### config.mk
export PLATFORM = sky130hd
export DESIGN_NAME = seg7_pattern_rx
export DESIGN_NICKNAME = d
export VERILOG_FILES = /design/src/rtl/seg7_pattern_rx.sv
export SDC_FILE = /design/constraint.sdc
export NUM_CORES = 1
export LEC_CHECK = 0
export ABC_AREA = 1
export ABC_CLOCK_PERIOD_IN_PS = 4500
export CORE_MARGIN = 4
export CORE_UTILIZATION = 55
export CTS_CLUSTER_DIAMETER = 40
export DETAILED_ROUTE_END_ITERATION = 16
export PLACE_DENSITY = 0.79
export SLEW_MARGIN = 20
export SYNTH_ARGS = -nofsm -noshare
export SYNTH_HDL_FRONTEND = slang
export SYNTH_SLANG_ARGS = --single-unit
### constraint.sdc
create_clock -name clk -period 4.5 [get_ports clk]
set_input_delay 0.9 -clock clk [delete_from_list [all_inputs] [get_ports clk]]
set_output_delay 0.9 -clock clk [all_outputs]
set_load 0.005 [all_outputs]
### src/rtl/seg7_pattern_rx.sv
// Recovers digits from an active-low 7-segment bus once a pattern has held for STABLE_CYCLES.
// Define SEG7_RX_HEX_EN to also decode the hex letters 8..F; otherwise those patterns are errors.
module seg7_pattern_rx #(
  parameter int unsigned STABLE_CYCLES = 4,
  parameter int unsigned ERRW          = 8
) (
  input  logic            clk,
  input  logic            reset,
  input  logic [6:0]      leds,
  output logic [3:0]      bcd,
  output logic            bcd_valid,
  input  logic            bcd_ready,
  output logic            pattern_err,
  output logic [ERRW-1:0] err_count,
  output logic            overflow
);

  localparam int unsigned CNTW  = 8;
  localparam logic [6:0]  BLANK = 7'h7F;

  typedef enum logic {SETTLE, HOLD} state_e;

  state_e          state_q, state_d;
  logic [6:0]      leds_q, leds_d;
  logic [6:0]      last_q, last_d;
  logic [CNTW-1:0] cnt_q, cnt_d;
  logic [3:0]      bcd_q, bcd_d;
  logic            valid_q, valid_d;
  logic            perr_q, perr_d;
  logic [ERRW-1:0] errc_q, errc_d;
  logic            ovf_q, ovf_d;

  logic            changed;
  logic            accept;
  logic            dec_digit;
  logic            dec_err;
  logic [3:0]      dec_val;

  assign leds_d  = leds;
  assign last_d  = leds_q;
  assign changed = (leds_q != last_q);

  // Pattern table; blank is neither a digit nor an error.
  always_comb begin
    dec_digit = 1'b1;
    dec_err   = 1'b0;
    dec_val   = 4'd0;
    case (leds_q)
      7'h40: dec_val = 4'h0;
      7'h79: dec_val = 4'h1;
      7'h24: dec_val = 4'h2;
      7'h30: dec_val = 4'h3;
      7'h19: dec_val = 4'h4;
      7'h12: dec_val = 4'h5;
      7'h02: dec_val = 4'h6;
      7'h78: dec_val = 4'h7;
`ifdef SEG7_RX_HEX_EN
      7'h00: dec_val = 4'h8;
      7'h10: dec_val = 4'h9;
      7'h08: dec_val = 4'hA;
      7'h03: dec_val = 4'hB;
      7'h46: dec_val = 4'hC;
      7'h21: dec_val = 4'hD;
      7'h06: dec_val = 4'hE;
      7'h0E: dec_val = 4'hF;
`endif
      BLANK: dec_digit = 1'b0;
      default: begin
        dec_digit = 1'b0;
        dec_err   = 1'b1;
      end
    endcase
  end

  // Stability tracking: accept fires on the edge where the count would reach STABLE_CYCLES.
  always_comb begin
    state_d = state_q;
    cnt_d   = cnt_q;
    accept  = 1'b0;
    case (state_q)
      SETTLE: begin
        if (changed) begin
          cnt_d = CNTW'(1);
        end else if (cnt_q == CNTW'(STABLE_CYCLES - 1)) begin
          accept  = 1'b1;
          cnt_d   = CNTW'(STABLE_CYCLES);
          state_d = HOLD;
        end else begin
          cnt_d = cnt_q + CNTW'(1);
        end
      end
      HOLD: begin
        if (changed) begin
          state_d = SETTLE;
          cnt_d   = CNTW'(1);
        end
      end
    endcase
  end

  // Error reporting and the 1-deep output buffer.
  always_comb begin
    bcd_d   = bcd_q;
    valid_d = valid_q;
    perr_d  = 1'b0;
    errc_d  = errc_q;
    ovf_d   = ovf_q;
    if (accept && dec_err) begin
      perr_d = 1'b1;
      if (errc_q != '1) errc_d = errc_q + ERRW'(1);
    end
    if (accept && dec_digit) begin
      if (!valid_q || bcd_ready) begin
        bcd_d   = dec_val;
        valid_d = 1'b1;
      end else begin
        ovf_d = 1'b1;
      end
    end else if (valid_q && bcd_ready) begin
      valid_d = 1'b0;
    end
  end

  always_ff @(posedge clk or posedge reset) begin
    if (reset) begin
      state_q <= SETTLE;
      leds_q  <= BLANK;
      last_q  <= BLANK;
      cnt_q   <= '0;
      bcd_q   <= '0;
      valid_q <= 1'b0;
      perr_q  <= 1'b0;
      errc_q  <= '0;
      ovf_q   <= 1'b0;
    end else begin
      state_q <= state_d;
      leds_q  <= leds_d;
      last_q  <= last_d;
      cnt_q   <= cnt_d;
      bcd_q   <= bcd_d;
      valid_q <= valid_d;
      perr_q  <= perr_d;
      errc_q  <= errc_d;
      ovf_q   <= ovf_d;
    end
  end

  assign bcd         = bcd_q;
  assign bcd_valid   = valid_q;
  assign pattern_err = perr_q;
  assign err_count   = errc_q;
  assign overflow    = ovf_q;

endmodule

==> impl_results.md, run 1 <==
* Cts bufs inserted at 5
* Io pins at 25
* WHS at 0.397 ns
* H-tree depth at 2
* Avg WL per Cell at 11.7 um
* Synth area leaders: dfrtp_1 (28%), dfstp_2 (18%), nand2_1 (12%)
* CP Depth at 1
* RSZ-0062 raised after global routing: false
* Worst R2R Setup Slack at 2.73 ns
* Core Region at 3660 um2
* Setup slack at placement at 2.61 ns
* Post-route clock period utilization at 48.2%
* Mean Syn Cell Area at 8.06 um2
* Synth top area share at 27.6%
* Mapped Cells at 259
* Yosys warns at 0
* Yosys reg bits at 37
* Worst Setup EP: err_count[2]
* Initial antenna violation count at 0
* Sequential-to-total area share from yosys stat at 45.2%
* HP Start: last_d[6]
* Crit path largest cell delay at 0.54 ns
* Setup TNS at 0 ns
* Worst clock skew at 0.00692 ns
* Worst VDD drop at 0.221 mV
* Placed cell area at 2360 um2
* Max-cap viol count at 0
* Vias in the first global route at 1,634
* GRT Overall Usage at 18.6%
* Crit path DAT at 1.27 ns
* PostCTS Resize Cnt at 0
* CP top delay family: buffers and inverters
* Crit. Startpoint: err_count[2]
* Max FO, Critical Path at 6
* Slowest CP cell: clkdlybuf4s50_1
* Distinct cell type count after synthesis at 28
* Root Driver: clkbuf_8
* Worst-Skew Late Latency at 0.29 ns
* FP Rows at 22
* Fraction of layout cells with a size suffix above 1 at 19.1%
* Cell Area, Synth at 2090 um2
* Tmin final at 2.17 ns
* R2R Path End: err_count[2]
* Overall die height at 69.6 um
* Final RePlAce weighted congestion at 0.801
* Initial Util at 57.0%
* Global-route wire length before repair at 7280 um
* Clk pin slew, worst setup/hold paths at 0.07 ns
* Post-detail-place hpwl at 2990 um
* Pwr Total at 0.622 mW
* Final Max Slew Viols at 0
* Die Area at 4850 um2
* Synth area leader: dfrtp_1
* CTS Hold Bufs at 0
* Finished Cell Area at 2440 um2
* Path depth of the worst reg2reg path at 8
* Final setup viols at 0
* 1st-iter DRT viols at 72
* Final hold viol count at 0
* Leakage at 1.19 nW
* Fmax at 0.461 GHz
* Req. time, crit path at 3.60 ns
* Fin worst setup slack at 2.33 ns
* CTS tree: done
* Buffer count from post-CTS setup fixing at 0
* IO buf count at 23
* Area Overhead vs Synth at 17.0%
* CP Capture Type: output pin
* Drt total wl at 3940 um
* PD cells at 255 nW/um2
* Vias at 1,694
* Die W at 69.6 um
* Ant. Diodes at 0
* Net Count, Synth at 271
* CP Buf/Inv Count at 1
* GRT overflow at 0
* CP Class: reg2out
* CTS max path bufs at 2
* Clock Sinks at 37
* Nets at 299
* DR pass1 iterations at 4
* Routed vias/inst at 5.04
* CP Cell Sequence: clkdlybuf4s50_1
* Outcome: completed
* DRC viols at 0
* R2R Path Start: last_d[3]
* CP Launch Type: register
* Pin count of the biggest net entering global routing at 38
* Worst Hold Class: reg2reg
* Post-route ant nets at 0
==> final cells by class <==
type	count	area [um2]
clock inverter	2	10.0
timing repair buffer	24	238
multi-input combinational	185	991
fill	314	1220
clock buffer	6	72.6
inverter	34	128
sequential	37	943
tap	48	60.1
==> worst min-delay path by stage <==
stage	end	slack [ns]	depth (start not counted)
after CTS	last_q[6]	0.40	0
after global placement	last_q[6]	0.39	0
after floorplan	last_q[4]	0.35	0
final	last_q[6]	0.40	0
after global routing	last_q[6]	0.42	0
after detailed placement	last_q[1]	0.40	0
==> cell usage in the layout (no fill, tap or decap), drive strengths merged <==
cell type and count:
clkdlybuf4s50 23, o22ai 3, dfrtp 23, ha 2
clkbuf 6, inv 34, nor4 1, nand2 70
dfstp 14, buf 1, o211ai 1, nor3 2
nand3 39, clkinv 2, xor2 6, nor2 45
nand3b 3, a21oi 3, o21ai 1, xnor2 7
conb 1, nand4 1
==> metrics by stage <==
step	cells	utilization, %
2_1_floorplan	259	-
5_1_grt	336	66.7
4_1_cts	336	66.7
3_3_place_gp	328	64.5
6_report	336	66.7
3_5_place_dp	328	64.5
==> sequential cells by signal, indices dropped and copies added, names as in the netlist <==
| name | count |
|---|---|
| cnt_q | 8 |
| err_count | 8 |
| overflow | 1 |
| state_q | 1 |
| bcd | 3 |
| pattern_err | 1 |
| bcd_valid | 1 |
| last_d | 7 |
| last_q | 7 |
==> synth_stat cells <==
cell,count
nand2_1,65
nand3_1,33
nor2_1,31
inv_1,27
dfrtp_1,23
dfstp_2,14
nor2_2,10
inv_2,7
xnor2_1,6
xor2_1,6
nand2_2,5
nand3_2,5
a21oi_1,3
nand3b_1,3
o22ai_1,3
buf_4,2
ha_1,2
nor2_4,2
nor2_8,2
nor3_1,2
buf_6,1
conb_1,1
nand3_4,1
nand4_1,1
nor4_1,1
o211ai_1,1
o21ai_0,1
xnor2_2,1
==> cells by family after synthesis <==
logic type               share of synthesized area (%)
AND/OR/NAND/NOR                                   38.0
buffers and inverters                             7.37
flip-flops                                        45.2
XOR/XNOR                                          5.81
AO/OA/AOI/OAI                                     2.22
adder cells (fa/ha/maj)                           1.20
other                                            0.180
==> power breakdown <==
group,leakage (nW),internal (mW),switching [mW]
logic,0.683,0.0204,0.0296
clock network,0.0450,0.107,0.112
registers,0.458,0.345,0.00866
total,1.19,0.472,0.150
==> routing by layer <==
layer  vias to the layer above  GRT usage [%]  wire length, um
li1                        867              -                -
met1                       796           25.3             1850
met2                        23           28.6             1900
met3                         8           3.48              110
met4                         0           8.94               71
met5                         -              0                0
No activity file was read; power rests on OpenSTA's default activity.
==> run 2, diff against run 1 <==
- ABC_CLOCK_PERIOD_IN_PS: 4500 -> 2250
- clock period: 4.5 -> 2.25 ns (I/O delays scaled with it)
==> impl_results.md, run 2 (same netlist as run 1, synthesis figures left out) <==
* Buffer count from post-CTS setup fixing at 0 (unchanged)
* Crit path largest cell delay at 0.54 ns (about the same)
* Leakage at 1.19 nW (unchanged)
* Worst clock skew at 0.00771 ns (was 0.00692 ns)
* Ant. Diodes at 0 (unchanged)
* WL met1 at 1860 um (was 1850 um)
* CTS max path bufs at 2 (unchanged)
* GRT Overall Usage at 18.0% (was 18.6%)
* Worst-Skew Late Latency at 0.29 ns (about the same)
* Vias at 1,647 (was 1,694)
* PostCTS Resize Cnt at 0 (unchanged)
* DRC viols at 0 (unchanged)
* FF+latch area at 943 um2 (unchanged)
* Most common cell after layout, fill and taps aside: nand2_1 (unchanged)
* Worst Hold Class: reg2reg (unchanged)
* H-tree depth at 2 (unchanged)
* Post-Place Cells at 328 (unchanged)
* Die W at 69.6 um (unchanged)
* Max FO, Critical Path at 6 (unchanged)
* Final Max Slew Viols at 0 (unchanged)
* Post-route clock period utilization at 76.6%
* GRT overflow at 0 (unchanged)
* Outcome: completed (unchanged)
* Setup TNS at 0 ns (unchanged)
* CP Capture Type: output pin (unchanged)
* CTS Hold Bufs at 0 (unchanged)
* Tmin final at 1.72 ns
* CTS tree: done (unchanged)
* Vias in the first global route at 1,652 (was 1,634)
* WL met3 at 108 um (was 110 um)
* Worst VDD drop at 0.468 mV (was 0.221 mV)
* CP Buf/Inv Count at 1 (unchanged)
* Most frequent cells in the layout: nand2_1 (65), nand3_1 (33), nor2_1 (31), inv_1 (27) (unchanged)
* Global-route wire length before repair at 7070 um (was 7280 um)
* Final hold viol count at 0 (unchanged)
* Worst R2R Setup Slack at 0.57 ns (was 2.73 ns)
* CP Launch Type: register (unchanged)
* Overall die height at 69.6 um (unchanged)
* Slowest CP cell: clkdlybuf4s50_1 (unchanged)
* Highest routed layer: met4 (unchanged)
* Final RePlAce weighted congestion at 0.830 (was 0.801)
* Avg WL per Cell at 11.2 um (was 11.7 um)
* CP top delay family: buffers and inverters (unchanged)
* Initial Util at 57.0% (unchanged)
* CP Cell Sequence: clkdlybuf4s50_1 (unchanged)
* Crit path DAT at 1.27 ns (about the same)
* Nets at 299 (unchanged)
* Max-cap viol count at 0 (unchanged)
* Routed vias/inst at 4.90 (was 5.04)
* Drt total wl at 3760 um (was 3940 um)
* Pin count of the biggest net entering global routing at 38 (unchanged)
* Fillers at 304 (was 314)
* Area Overhead vs Synth at 17.0% (unchanged)
* DR pass1 iterations at 4 (unchanged)
* FP Rows at 22 (unchanged)
* Clk pin slew, worst setup/hold paths at 0.07 ns (about the same)
* PD cells at 511 nW/um2 (was 255 nW/um2)
* Final setup viols at 0 (unchanged)
* Post-detail-place hpwl at 2890 um (was 2990 um)
* Post-route ant nets at 0 (unchanged)
* Root Driver: clkbuf_8 (unchanged)
* RSZ-0062 raised after global routing: false (unchanged)
* Initial antenna violation count at 0 (unchanged)
* 1st-iter DRT viols at 69 (was 72)
* Fraction of layout cells with a size suffix above 1 at 19.1% (unchanged)
* Clock Sinks at 37 (unchanged)
* Cts bufs inserted at 5 (unchanged)
* Final Non-Filler Cells at 336 (unchanged)
* Area occupied by multi-input gates at 991 um2 (unchanged)
* Req. time, crit path at 1.80 ns (was 3.60 ns)
* Core Region at 3660 um2 (unchanged)
* DR WL met2 at 1730 um (was 1900 um)
* CP Class: reg2out (unchanged)
* IO buf count at 23 (unchanged)
* Die Area at 4850 um2 (unchanged)
* Fmax at 0.580 GHz
* Io pins at 25 (unchanged)
[run 2: cell counts in the layout (fill, tap and decap cells not counted)]
Identical to the previous run, type by type.
[run 2: path summary, 6_finish.rpt]
path                              startpoint            to  depth (start not counted)
worst max-delay path            err_count[2]  err_count[2]                          1
worst min-delay path               last_d[6]     last_q[6]                          0
worst max register to register     last_d[4]  err_count[2]                         10
worst min register to register     last_d[6]     last_q[6]                          0
max in group asynchronous              reset     last_d[2]                          3
min in group asynchronous              reset      cnt_q[5]                          3
[run 2: cell type report]
type,instances,share of cell area (%)
multi-input combinational,185,40.6
sequential,37,38.6
timing repair buffer,24,9.73
inverter,34,5.23
clock buffer,6,2.97
tap,48,2.46
clock inverter,2,0.410
[run 2: stage by stage]
| step | cell area (um2) | worst slack, ns | util [%] | total power, mW | hold slack (ns) |
|---|---|---|---|---|---|
| CTS | 2440 | 0.505 | 66.7 | 1.26 | 0.396 |
| global placement | 2360 | 0.613 | 64.5 | 0.818 | 0.387 |
| global route | 2440 | 0.367 | 66.7 | 1.31 | 0.408 |
| floorplan | 2090 | 0.726 | - | 0.790 | 0.354 |
| detailed placement | 2360 | 0.576 | 64.5 | 0.821 | 0.389 |
| finish | 2440 | 0.526 | 66.7 | 1.25 | 0.394 |
[run 2: power breakdown]
part           internal [mW]  switching (mW)  total, mW  leakage (nW)
clock network          0.214           0.225      0.440        0.0450
registers              0.690          0.0173      0.707         0.458
logic                 0.0408          0.0600      0.101         0.683
[run 2: metal layers]
layer | vias to the layer above | GRT usage (%)
met5 | - | 0
met4 | 0 | 6.17
met3 | 7 | 5.65
met2 | 18 | 28.2
met1 | 757 | 23.5
li1 | 865 | -
==> run 3, diff against run 2 <==
- ABC_CLOCK_PERIOD_IN_PS: 2250 -> 1700
- clock period: 2.25 -> 1.7 ns (I/O delays scaled with it)
==> impl_results.md, run 3 (same netlist as run 1, synthesis figures left out) <==
* Pin count of the biggest net entering global routing at 38 (unchanged)
* IO buf count at 23 (unchanged)
* Clk pin slew, worst setup/hold paths at 0.07 ns (about the same)
* Final setup viols at 0 (unchanged)
* PD cells at 659 nW/um2 (was 511 nW/um2)
* Die Area at 4850 um2 (unchanged)
* FF+latch area at 943 um2 (unchanged)
* Final Max Slew Viols at 0 (unchanged)
* Worst Setup EP: bcd[1] (was err_count[2])
* Worst clock skew at 0.00544 ns (was 0.00771 ns)
* CTS tree: done (unchanged)
* Worst Hold Class: in2async (was reg2reg)
* Post-detail-place hpwl at 2970 um (was 2890 um)
* RSZ-0062 raised after global routing: true (was false)
* Ant. Diodes at 0 (unchanged)
* Most common cell after layout, fill and taps aside: nand2_1 (unchanged)
* Final RePlAce weighted congestion at 0.821 (was 0.830)
* Fmax at 0.601 GHz
* Clock Sinks at 37 (unchanged)
* Path depth of the worst reg2reg path at 8 (was 10)
* Worst VDD drop at 0.532 mV (was 0.468 mV)
* Initial antenna violation count at 0 (unchanged)
* Initial Util at 57.0% (unchanged)
* Crit. Startpoint: last_d[3] (was err_count[2])
* DRC viols at 0 (unchanged)
* H-tree depth at 2 (unchanged)
* Area occupied by multi-input gates at 1080 um2 (was 991 um2)
* Nets at 305 (was 299)
* Final Non-Filler Cells at 342 (was 336)
* Max-cap viol count at 0 (unchanged)
* Crit path DAT at 1.85 ns (was 1.27 ns)
* Max FO, Critical Path at 6 (unchanged)
* Fraction of layout cells with a size suffix above 1 at 26.5% (was 19.1%)
* Final hold viol count at 0 (unchanged)
* 1st-iter DRT viols at 67 (was 69)
* Die W at 69.6 um (unchanged)
* Area Overhead vs Synth at 24.4% (was 17.0%)
* Vias at 1,736 (was 1,647)
* Outcome: completed (unchanged)
* CP Capture Type: register (was output pin)
* FP Rows at 22 (unchanged)
* Post-route clock period utilization at 97.9%
* Avg WL per Cell at 12.0 um (was 11.2 um)
* DR pass1 iterations at 4 (unchanged)
* CTS max path bufs at 2 (unchanged)
* Worst R2R Setup Slack at 0.04 ns (was 0.57 ns)
* GRT overflow at 0 (unchanged)
* Fillers at 282 (was 304)
* Drt total wl at 4100 um (was 3760 um)
* R2R Path Start: last_d[3] (was last_d[4])
* Root Driver: clkbuf_8 (unchanged)
* Post-route ant nets at 0 (unchanged)
* Post-Place Cells at 330 (was 328)
* CP Class: reg2reg (was reg2out)
* Vias in the first global route at 1,694 (was 1,652)
* R2R Path End: bcd[1] (was err_count[2])
* Cts bufs inserted at 5 (unchanged)
* Global-route wire length before repair at 7120 um (was 7070 um)
* Worst-Skew Late Latency at 0.29 ns (about the same)
* CP Launch Type: register (unchanged)
* Io pins at 25 (unchanged)
* Overall die height at 69.6 um (unchanged)
* Core Region at 3660 um2 (unchanged)
* Most frequent cells in the layout: nand2_1 (58), nand3_1 (28), nor2_1 (28), inv_1 (26) (was nand2_1 (65), nand3_1 (33), nor2_1 (31), inv_1 (27))
* Leakage at 1.24 nW (was 1.19 nW)
* Routed vias/inst at 5.08 (was 4.90)
* Req. time, crit path at 1.88 ns (was 1.80 ns)
* Pwr Total at 1.71 mW (was 1.25 mW)
* CTS Hold Bufs at 0 (unchanged)
* Tmin final at 1.66 ns
* GRT Overall Usage at 18.1% (was 18.0%)
-- run 3: final cells by class --
cell class	count	share of cell area [%]
sequential	37	36.3
timing repair buffer	30	11.4
tap	48	2.31
clock inverter	2	0.337
multi-input combinational	185	41.6
clock buffer	6	3.18
inverter	34	4.91
-- run 3: metrics by stage --
stage               utilization (%)  hold WS (ns)  area (um2)  setup slack [ns]  TNS, ns
detailed placement             65.2         0.389        2390            0.0164        0
global route                   71.0         0.408        2600            -0.106    -1.01
finish                         71.0         0.394        2600            0.0359        0
CTS                            67.7         0.398        2480            0.0189        0
global placement               65.2         0.387        2390            0.0516        0
floorplan                         -         0.344        2090             0.176        0
-- run 3: critical path, stage by stage (launching register included) --
cell and delay (ns):
dfstp_2 0.59, xnor2_1 0.18, nand2_1 0.13, nor2_4 0.16
nand3_2 0.10, nor2_4 0.13, nand3_1 0.13, nand2_1 0.09
nand2_1 0.05
-- run 3: how the worst min path moves through the flow --
stage,to,start,slack [ns]
4_1_cts,cnt_q[5],reset,0.40
5_1_grt,cnt_q[4],reset,0.41
3_3_place_gp,last_q[6],last_d[6],0.39
3_5_place_dp,last_q[6],last_d[6],0.39
2_1_floorplan,last_d[0],leds[0],0.34
6_report,cnt_q[5],reset,0.39
-- run 3: timing repair --
item                       CTS  global route
setup endpoints to repair    0            17
buffers inserted             0             4
resized for setup            0            23
-- run 3: power breakdown --
| part | total [mW] | switching [mW] | internal [mW] |
|---|---|---|---|
| combinational | 0.156 | 0.0899 | 0.0658 |
| clock | 0.619 | 0.298 | 0.321 |
| sequential | 0.937 | 0.0237 | 0.913 |
-- run 3: layer usage --
layer  vias to the layer above  GRT usage (%)  part of all wire (%)
met1                       816           22.8                    45
met5                         -              0                     0
met4                         0           5.74                   1.2
li1                        885              -                     -
met2                        28           30.4                    51
met3                         7           4.78                   3.1
